==> config.mk <==
export PLATFORM = sky130hd
export DESIGN_NAME = interlaken_encode_67b_flat
export DESIGN_NICKNAME = d
export VERILOG_FILES = /design/src/rtl/interlaken_encode_67b_if.sv /design/src/rtl/interlaken_encode_67b.sv /design/src/flat_wrapper.sv
export SDC_FILE = /design/constraint.sdc
export NUM_CORES = 2
export LEC_CHECK = 0
export BUFFER_PORTS_ARGS = -buffer_cell sky130_fd_sc_hd__buf_2
export CAP_MARGIN = 0
export CORE_UTILIZATION = 47
export DETAILED_ROUTE_END_ITERATION = 8
export GPL_TIMING_DRIVEN = 0
export MAX_ROUTING_LAYER = met4
export PLACE_DENSITY = 0.67
export SYNTH_ARGS = -nofsm -noshare
export SYNTH_HDL_FRONTEND = slang
export SYNTH_SLANG_ARGS = --single-unit
==> constraint.sdc <==
create_clock -name USER_CLK -period 22.5 [get_ports USER_CLK]
set_clock_uncertainty 0.2 [all_clocks]
set_input_delay 2.25 -clock USER_CLK [delete_from_list [all_inputs] [get_ports USER_CLK]]
set_output_delay 2.25 -clock USER_CLK [all_outputs]
set_load 0.01 [all_outputs]
==> src/rtl/interlaken_encode_67b_if.sv <==
// interlaken_encode_67b_if: bus bundle for the multi-lane 64B/67B transmit encoder.
// Ports (all carried in the bundle, clock/reset stay outside):
//   PASSTHROUGH, TX_VALID_IN, DATA_IN[64*LANES], HEADER_IN[2*LANES] : framing layer -> encoder
//   TX_READY_OUT                                                    : encoder -> framing layer
//   TX_VALID_OUT, DATA_OUT[67*LANES], HDR_ERR[LANES]                : encoder -> gearbox
//   TX_READY_IN                                                     : gearbox -> encoder
// master = the side driving words in and accepting words out; slave = the encoder.
interface interlaken_encode_67b_if #(
    parameter int LANES = 4
);
    logic                PASSTHROUGH;
    logic                TX_VALID_IN;
    logic                TX_READY_OUT;
    logic [64*LANES-1:0] DATA_IN;
    logic [2*LANES-1:0]  HEADER_IN;
    logic                TX_VALID_OUT;
    logic                TX_READY_IN;
    logic [67*LANES-1:0] DATA_OUT;
    logic [LANES-1:0]    HDR_ERR;

    modport master (
        output PASSTHROUGH, TX_VALID_IN, DATA_IN, HEADER_IN, TX_READY_IN,
        input  TX_READY_OUT, TX_VALID_OUT, DATA_OUT, HDR_ERR
    );

    modport slave (
        input  PASSTHROUGH, TX_VALID_IN, DATA_IN, HEADER_IN, TX_READY_IN,
        output TX_READY_OUT, TX_VALID_OUT, DATA_OUT, HDR_ERR
    );
endinterface

==> src/rtl/interlaken_encode_67b.sv <==
// interlaken_encode_67b: LANES-wide Interlaken 64B/67B transmit encoder, 2-stage valid/ready pipeline.
// Ports:
//   USER_CLK      : clock, rising edge
//   SYSTEM_RESET  : asynchronous active-high reset
//   bus (slave)   : PASSTHROUGH/TX_VALID_IN/TX_READY_OUT/DATA_IN/HEADER_IN in,
//                   TX_VALID_OUT/TX_READY_IN/DATA_OUT/HDR_ERR out
// Lane l output: [67l+66] inversion bit, [67l+65:67l+64] header, [67l+63:67l] payload.
// Optional macro ENC67_HDR_CHECK_EN builds the sticky per-lane illegal-header flags;
// without it HDR_ERR is tied low.
module interlaken_encode_67b #(
    parameter int LANES      = 4,
    parameter int DISP_WIDTH = 10
) (
    input logic USER_CLK,
    input logic SYSTEM_RESET,
    interlaken_encode_67b_if.slave bus
);
    logic                             en;
    logic                             load;
    logic                             s1_valid_q, s1_valid_d;
    logic                             s1_pt_q, s1_pt_d;
    logic [64*LANES-1:0]              s1_data_q, s1_data_d;
    logic [2*LANES-1:0]               s1_hdr_q, s1_hdr_d;
    logic [LANES-1:0][7:0]            s1_w_q, s1_w_d, w_in;
    logic                             valid_out_q, valid_out_d;
    logic [LANES-1:0][66:0]           data_out_q, data_out_d, lane_out;
    logic [LANES-1:0][DISP_WIDTH-1:0] rd_q, rd_d, rd_next;

    assign en               = ~valid_out_q | bus.TX_READY_IN;
    assign load             = en & s1_valid_q;
    assign bus.TX_READY_OUT = en;
    assign bus.TX_VALID_OUT = valid_out_q;
    assign bus.DATA_OUT     = data_out_q;

    for (genvar l = 0; l < LANES; l++) begin : g_lane
        logic [63:0] d;
        logic [1:0]  h;
        logic [7:0]  w;
        logic [7:0]  delta;
        logic        inv;
        // Weight of the raw 66 bits: ones minus zeros, always even.
        assign w_in[l] = 8'(2 * $countones({bus.HEADER_IN[2*l +: 2], bus.DATA_IN[64*l +: 64]}) - 66);
        assign d       = s1_data_q[64*l +: 64];
        assign h       = s1_hdr_q[2*l +: 2];
        assign w       = s1_w_q[l];
        // Invert when the word would push rd further from zero; a balanced word never inverts.
        assign inv         = ~s1_pt_q & (rd_q[l][DISP_WIDTH-1] ? w[7] : (~w[7] & |w));
        assign lane_out[l] = {inv, h, inv ? ~d : d};
        // Disparity of the full 67-bit word, inversion bit included.
        assign delta      = 8'(2 * $countones(lane_out[l]) - 67);
        assign rd_next[l] = s1_pt_q ? '0 : rd_q[l] + {{(DISP_WIDTH-8){delta[7]}}, delta};
    end

    always_comb begin
        s1_valid_d  = en ? bus.TX_VALID_IN : s1_valid_q;
        s1_pt_d     = en ? bus.PASSTHROUGH : s1_pt_q;
        s1_data_d   = en ? bus.DATA_IN : s1_data_q;
        s1_hdr_d    = en ? bus.HEADER_IN : s1_hdr_q;
        s1_w_d      = en ? w_in : s1_w_q;
        valid_out_d = en ? s1_valid_q : valid_out_q;
        data_out_d  = load ? lane_out : data_out_q;
        rd_d        = load ? rd_next : rd_q;
    end

    always_ff @(posedge USER_CLK or posedge SYSTEM_RESET) begin
        if (SYSTEM_RESET) begin
            s1_valid_q  <= 1'b0;
            s1_pt_q     <= 1'b0;
            s1_data_q   <= '0;
            s1_hdr_q    <= '0;
            s1_w_q      <= '0;
            valid_out_q <= 1'b0;
            data_out_q  <= '0;
            rd_q        <= '0;
        end else begin
            s1_valid_q  <= s1_valid_d;
            s1_pt_q     <= s1_pt_d;
            s1_data_q   <= s1_data_d;
            s1_hdr_q    <= s1_hdr_d;
            s1_w_q      <= s1_w_d;
            valid_out_q <= valid_out_d;
            data_out_q  <= data_out_d;
            rd_q        <= rd_d;
        end
    end

`ifdef ENC67_HDR_CHECK_EN
    logic [LANES-1:0] hdr_err_q, hdr_err_d, hdr_bad;

    for (genvar l = 0; l < LANES; l++) begin : g_hdr
        // 00 and 11 are not legal Interlaken framing headers.
        assign hdr_bad[l] = s1_hdr_q[2*l+1] ~^ s1_hdr_q[2*l];
    end

    always_comb begin
        hdr_err_d = hdr_err_q | (load ? hdr_bad : '0);
    end

    always_ff @(posedge USER_CLK or posedge SYSTEM_RESET) begin
        if (SYSTEM_RESET) hdr_err_q <= '0;
        else hdr_err_q <= hdr_err_d;
    end

    assign bus.HDR_ERR = hdr_err_q;
`else
    assign bus.HDR_ERR = '0;
`endif
endmodule
==> src/flat_wrapper.sv <==
// flat-port wrapper written by rule: the top's interface ports become plain ports
module interlaken_encode_67b_flat 
#(
    parameter int LANES      = 4,
    parameter int DISP_WIDTH = 10
)
  (USER_CLK, SYSTEM_RESET, bus_PASSTHROUGH, bus_TX_VALID_IN, bus_DATA_IN, bus_HEADER_IN, bus_TX_READY_IN, bus_TX_READY_OUT, bus_TX_VALID_OUT, bus_DATA_OUT, bus_HDR_ERR);
  interlaken_encode_67b_if #(.LANES(LANES)) bus_i ();
  input logic USER_CLK;
  input logic SYSTEM_RESET;
  input wire logic [$bits(bus_i.PASSTHROUGH)-1:0] bus_PASSTHROUGH;
  input wire logic [$bits(bus_i.TX_VALID_IN)-1:0] bus_TX_VALID_IN;
  input wire logic [$bits(bus_i.DATA_IN)-1:0] bus_DATA_IN;
  input wire logic [$bits(bus_i.HEADER_IN)-1:0] bus_HEADER_IN;
  input wire logic [$bits(bus_i.TX_READY_IN)-1:0] bus_TX_READY_IN;
  output wire logic [$bits(bus_i.TX_READY_OUT)-1:0] bus_TX_READY_OUT;
  output wire logic [$bits(bus_i.TX_VALID_OUT)-1:0] bus_TX_VALID_OUT;
  output wire logic [$bits(bus_i.DATA_OUT)-1:0] bus_DATA_OUT;
  output wire logic [$bits(bus_i.HDR_ERR)-1:0] bus_HDR_ERR;
  assign bus_i.PASSTHROUGH = bus_PASSTHROUGH;
  assign bus_i.TX_VALID_IN = bus_TX_VALID_IN;
  assign bus_i.DATA_IN = bus_DATA_IN;
  assign bus_i.HEADER_IN = bus_HEADER_IN;
  assign bus_i.TX_READY_IN = bus_TX_READY_IN;
  assign bus_TX_READY_OUT = bus_i.TX_READY_OUT;
  assign bus_TX_VALID_OUT = bus_i.TX_VALID_OUT;
  assign bus_DATA_OUT = bus_i.DATA_OUT;
  assign bus_HDR_ERR = bus_i.HDR_ERR;
  interlaken_encode_67b #(.LANES(LANES), .DISP_WIDTH(DISP_WIDTH)) u_core (.USER_CLK(USER_CLK), .SYSTEM_RESET(SYSTEM_RESET), .bus(bus_i));
endmodule
Word level (Yosys, flattened, before mapping)
Index checks and enable logic that the tools add are counted.
Storage, ports and cells
  bits in registers: 607
  input bits: 269
  output and inout port bits: 274
  word-level logic and storage cells: 589
Cells by class
  add/sub/neg operators: 536
  muxes and demuxes: 12
  bitwise logic cells: 20
  reductions and logical operators: 4
Operator list (number)
  adder 7 bit: 256
  adder 1 x 1 -> 2 bit: 264
  2-to-1 mux 64 bit: 4
  NOT 64 bit: 4
  subtractor 8 bit, second input constant: 8
  adder 10 bit: 4
  2-to-1 mux 10 bit: 4
  OR reduction 8 bit: 4
  adder 7 x 1 -> 7 bit: 4
  AND 1 bit: 9
  NOT 1 bit: 6
  2-to-1 mux 1 bit: 4
  bitwise OR 1 bit: 1

Depth between registers and ports, before layout
  word-level depth: 15
  depth in mapped cells: 36
  mapped depth without buffers: 33

Worst setup path after synthesis
OpenSTA, ideal clock, no wires.
  path kind: register -> register
  from: register u_core.s1_w_q (netlist bit u_core.g_lane[3].w[3])
  to: register u_core.rd_q[39] (netlist name)
  library setup time: 0.126 ns
  data arrival time: 8.177 ns
  data required time: 22.174 ns
  path slack: 13.997 ns
  cell stages (with the launch flop): 34
  path buffers: 2
  clock period less this slack: 8.503 ns
  cell sequence: dfrtp_1 or4_1 nor3_1 nor3_1 a21oi_1 or2_1 buf_4 clkbuf_1 and3_1 nor2_1 fa_1 inv_1 fa_1 fa_1 fa_1 fa_1 inv_1 fa_1 fa_1 inv_1 ha_1 inv_1 fa_1 nand2b_1 a21oi_2 xnor2_1 o32ai_1 a211o_2 ha_1 nand2_1 o21ai_0 xor2_1 nor3b_1 a221o_1
On the way
  cells in the longest elaborated chain, start to end: 15
  elaborated cells between the ends (all ways): 73
  classes of those cells: add/sub: 67; mux: 3; bitwise: 2; reduce/logical: 1
RTL lines
  start, declared: line interlaken_encode_67b.sv:24  | logic [LANES-1:0][7:0] s1_w_q, s1_w_d, w_in;
  start signal, assigned: line interlaken_encode_67b.sv:80  | s1_w_q <= s1_w_d;
  OR reduction 8 bit (*): line interlaken_encode_67b.sv:47  | assign inv = ~s1_pt_q & (rd_q[l][DISP_WIDTH-1] ? w[7] : (~w[7] & |w));
  AND 1 bit (*): line interlaken_encode_67b.sv:47
  2-to-1 mux 1 bit (*): line interlaken_encode_67b.sv:47
  AND 1 bit (*): line interlaken_encode_67b.sv:47
  2-to-1 mux 64 bit: line interlaken_encode_67b.sv:48  | assign lane_out[l] = {inv, h, inv ? ~d : d};
  adder 1 x 1 -> 2 bit (not written as such): line interlaken_encode_67b.sv:50  | assign delta = 8'(2 * $countones(lane_out[l]) - 67);
  adder 7 bit (not written as such) (5 in a row): line interlaken_encode_67b.sv:50
  adder 7 bit (not written as such) (*): line interlaken_encode_67b.sv:50
  subtractor 8 bit (*): line interlaken_encode_67b.sv:50
  adder 10 bit (*): line interlaken_encode_67b.sv:51  | assign rd_next[l] = s1_pt_q ? '0 : rd_q[l] + {{(DISP_WIDTH-8){delta[7]}}, delta};
  2-to-1 mux 10 bit (*): line interlaken_encode_67b.sv:51
  end signal, assigned: line interlaken_encode_67b.sv:83  | rd_q <= rd_d;
  end, declared: line interlaken_encode_67b.sv:27  | logic [LANES-1:0][DISP_WIDTH-1:0] rd_q, rd_d, rd_next;
Mark *: on every way between the ends. The rest lies on a longest branch, timed or not.
A chain may end at the register's enable or synchronous reset.

Worst setup path in the final report
  from: register u_core.s1_w_q (netlist bit u_core.g_lane[2].w[3])
  to: register u_core.rd_q[29] (netlist name)
The elaborated chain is that of the path after synthesis.

==> summary.md <==
| Metric | Value |
|---|---|
| Status | finished, final reports clean |
| YS warnings | 0 |
| Fin crit share | 0.428 |
| Cell count after placement | 6087 |
| WHS Endpoint | u_core.bus.DATA_OUT[106] |
| GP Congestion | 0.904 |
| WS Path Type | reg -> reg |
| CTS max path bufs | 3 |
| Routed via count | 31700 |
| FMAX | 104 MHz |
| Largest net degree at the start of global routing | 124 |
| Num CTS Buffers | 71 |
| DIE AREA | 0.0977 mm2 |
| Final #Nets | 5916 |
| Reg2Reg Depth | 34 |
| First-pass GRT wire length | 193000 um |
| Main combinational cell family by area after synthesis | adder cells |
| Synth Area in XOR/XNOR | 0.0903 |
| CP startpoint kind | flop |
| Setup Total Neg Slack | 0 ns |
| HP Class | reg -> reg |
| Final std cells w/o fill | 6233 |
| First DRT Iteration DRCs | 1530 |
| Worst Tran Pin Value | 1.44 ns |
| Minimum clock period | 9.63 ns |
| Worst Hold Launch | u_core.bus.DATA_OUT[106] |
| Antenna violations before repair | 19 |
| Global-route usage over all layers | 0.265 |
| Mux cell area share after synthesis | 0.0682 |
| Gate Count Post-Synth | 4276 |
| CP max stage cell | fa_1 |
| Final Max Slew Viols | 0 |
| Final setup vio count | 0 |
| # rows | 113 |
| Crit path top cell by count | fa_1 |
| Pre-CTS setup slack | 12.96 ns |
| CTS clk-pin slew, worst paths | 0.06 ns |
| Placement Cell Area | 0.0498 mm2 |
| CTS H-tree depth | 3 |
| DRT antenna net count | 0 |
| Hpwl dp | 96700 um |
| Total grt overflow | 0 |
| Maxcap violations | 0 |
| Die Y-Extent | 313 um |
| Slew HR | 0.0397 |
| Most common cell after layout, fill and taps aside | inv_1 |
| Routed wire per std cell | 19.5 um |
| CP max FO | 10 |
| Share of cells above drive strength 1 | 0.205 |
| Synth cell types | 62 |
| RSZ-0062 raised after global routing | false |
| # clock sinks | 603 |
| Core area | 0.0953 mm2 |
| Initial Utilization | 0.476 |
| Post-synth EDFFs | 0 |
| Data arrival, critical path | 9.95 ns |
| Final worst slack | 12.87 ns |
| Register-to-register setup slack | 12.87 ns |
| Postcts setup bufs | 0 |
| Compound-Gate Fraction of Synth Area | 0.0593 |
| Crit. End Element | flop |
| WHS Path Cells | 2 |
| Layout area overhead | 15.1% |
| Post-synthesis adder-cell area fraction | 0.290 |
| Flops & latches, synth | 603 |
| CTS root buffer | clkbuf_16 |
| Number of vias per cell | 5.09 |
| Total Wirelength | 122000 um |
| Die W | 313 um |
| DRC | 0 |
| Number of iterations in the first detailed-routing pass | 5 |
| Seq/Total Area, Yosys | 0.333 |
| Clock Latency Late Sink | 0.64 ns |
| Vias in the first global route | 33900 |
| WP data required | 22.82 ns |
| Synthesized area | 0.0453 mm2 |
| Critical path's largest stage delay | 0.56 ns |
| CTS tree | yes |
| Reg-to-Reg End | u_core.rd_q[29] |
| Final Hold Fails | 0 |
| Highest-count cells in the layout ignoring fill and taps | inv_1, dfrtp_1, buf_2 |
| Post-CTS resize count | 0 |
| Cts hold-fix bufs | 0 |
| Fin area | 0.0522 mm2 |
| Ys flop type | dfrtp_1 |
| Reg2reg start | u_core.g_lane[2].w[3] |
| Syn Area/Cell | 10.6 um2 |
| Async set-reset flop share out of synthesis | 1.00 |
| IO Port Bufs | 538 |
| Post-synthesis simple-gate area fraction | 0.0860 |
| Ports | 543 |
## registers in the layout (all words and copies together) (netlist names)
register	flops
u_core.g_lane.w	28
u_core.bus.DATA_OUT	268
u_core.s1_pt_q	1
u_core.s1_data_q	256
u_core.s1_hdr_q	8
u_core.bus.TX_VALID_OUT	1
u_core.rd_q	40
u_core.s1_valid_q	1
## layout make-up
type	count	area, um2
inverter	680	2560
multi-input combinational	2829	26900
sequential	603	15100
buffer	167	787
clock inverter	27	267
timing repair buffer	543	2830
antenna	17	42.5
fill	8526	43100
clock buffer	102	2120
tap	1265	1580
## critical path, delay by kind of cell (launching register included)
family          cells  cell delay (ns)
flops               1             0.39
buf+inv             6             1.00
fa+ha+maj          10             4.56
xor+xnor            1             0.21
compound gates      6             1.31
simple gates       10             1.76
mux                 1             0.07
## worst max-delay path by stage
| stage | start | endpoint | cells past startpoint |
|---|---|---|---|
| 6_report | u_core.g_lane[2].w[3] | u_core.rd_q[29] | 34 |
| 5_1_grt | u_core.g_lane[1].w[3] | u_core.rd_q[19] | 33 |
| 4_1_cts | u_core.g_lane[1].w[3] | u_core.rd_q[19] | 33 |
| 3_5_place_dp | u_core.g_lane[1].w[3] | u_core.rd_q[19] | 33 |
| 3_3_place_gp | SYSTEM_RESET | u_core.bus.DATA_OUT[97] | 2 |
| 2_1_floorplan | SYSTEM_RESET | u_core.bus.DATA_OUT[0] | 1 |
## per-stage QoR
stage | hold WS (ns) | utilization
global placement | 0.258 | 0.521
CTS | 0.277 | 0.547
floorplan | 0.250 | -
global route | 0.286 | 0.548
finish | 0.273 | 0.548
detailed placement | 0.265 | 0.522
## cells by family after synthesis
| logic type | Yosys count |
|---|---|
| fa+ha+maj | 752 |
| mux | 275 |
| flops | 603 |
| other cells | 1 |
| compound gates | 476 |
| xor+xnor | 465 |
| simple gates | 857 |
| buf+inv | 847 |
## cells in the mapped netlist, types with 19 or more instances
master    number  area (um2)
xor2_1       135        1180
nor3_1        67         335
ha_1         256        3200
inv_1        676        2540
dfrtp_1      603       15100
mux2_2       273        3070
a21o_1        19         143
nor2_1        92         345
nand3_1       88         440
buf_2         29         145
fa_1         496        9930
or3_1         94         588
a21oi_1       77         385
and3_1        42         263
o21ai_0      295        1480
xnor2_1      327        2860
nand2_1      424        1590
clkbuf_1     107         402
## routing by layer
metal,global-route usage,up-vias,wire [um]
met2,0.430,733,59800
met4,0.0802,0,3240
met5,-,-,0
met3,0.0477,168,6490
li1,-,14800,-
met1,0.338,16000,52100
Power is left out: the tool's default activity adds up to more than one toggle a clock period on the data nets, which glitch-free logic cannot reach.
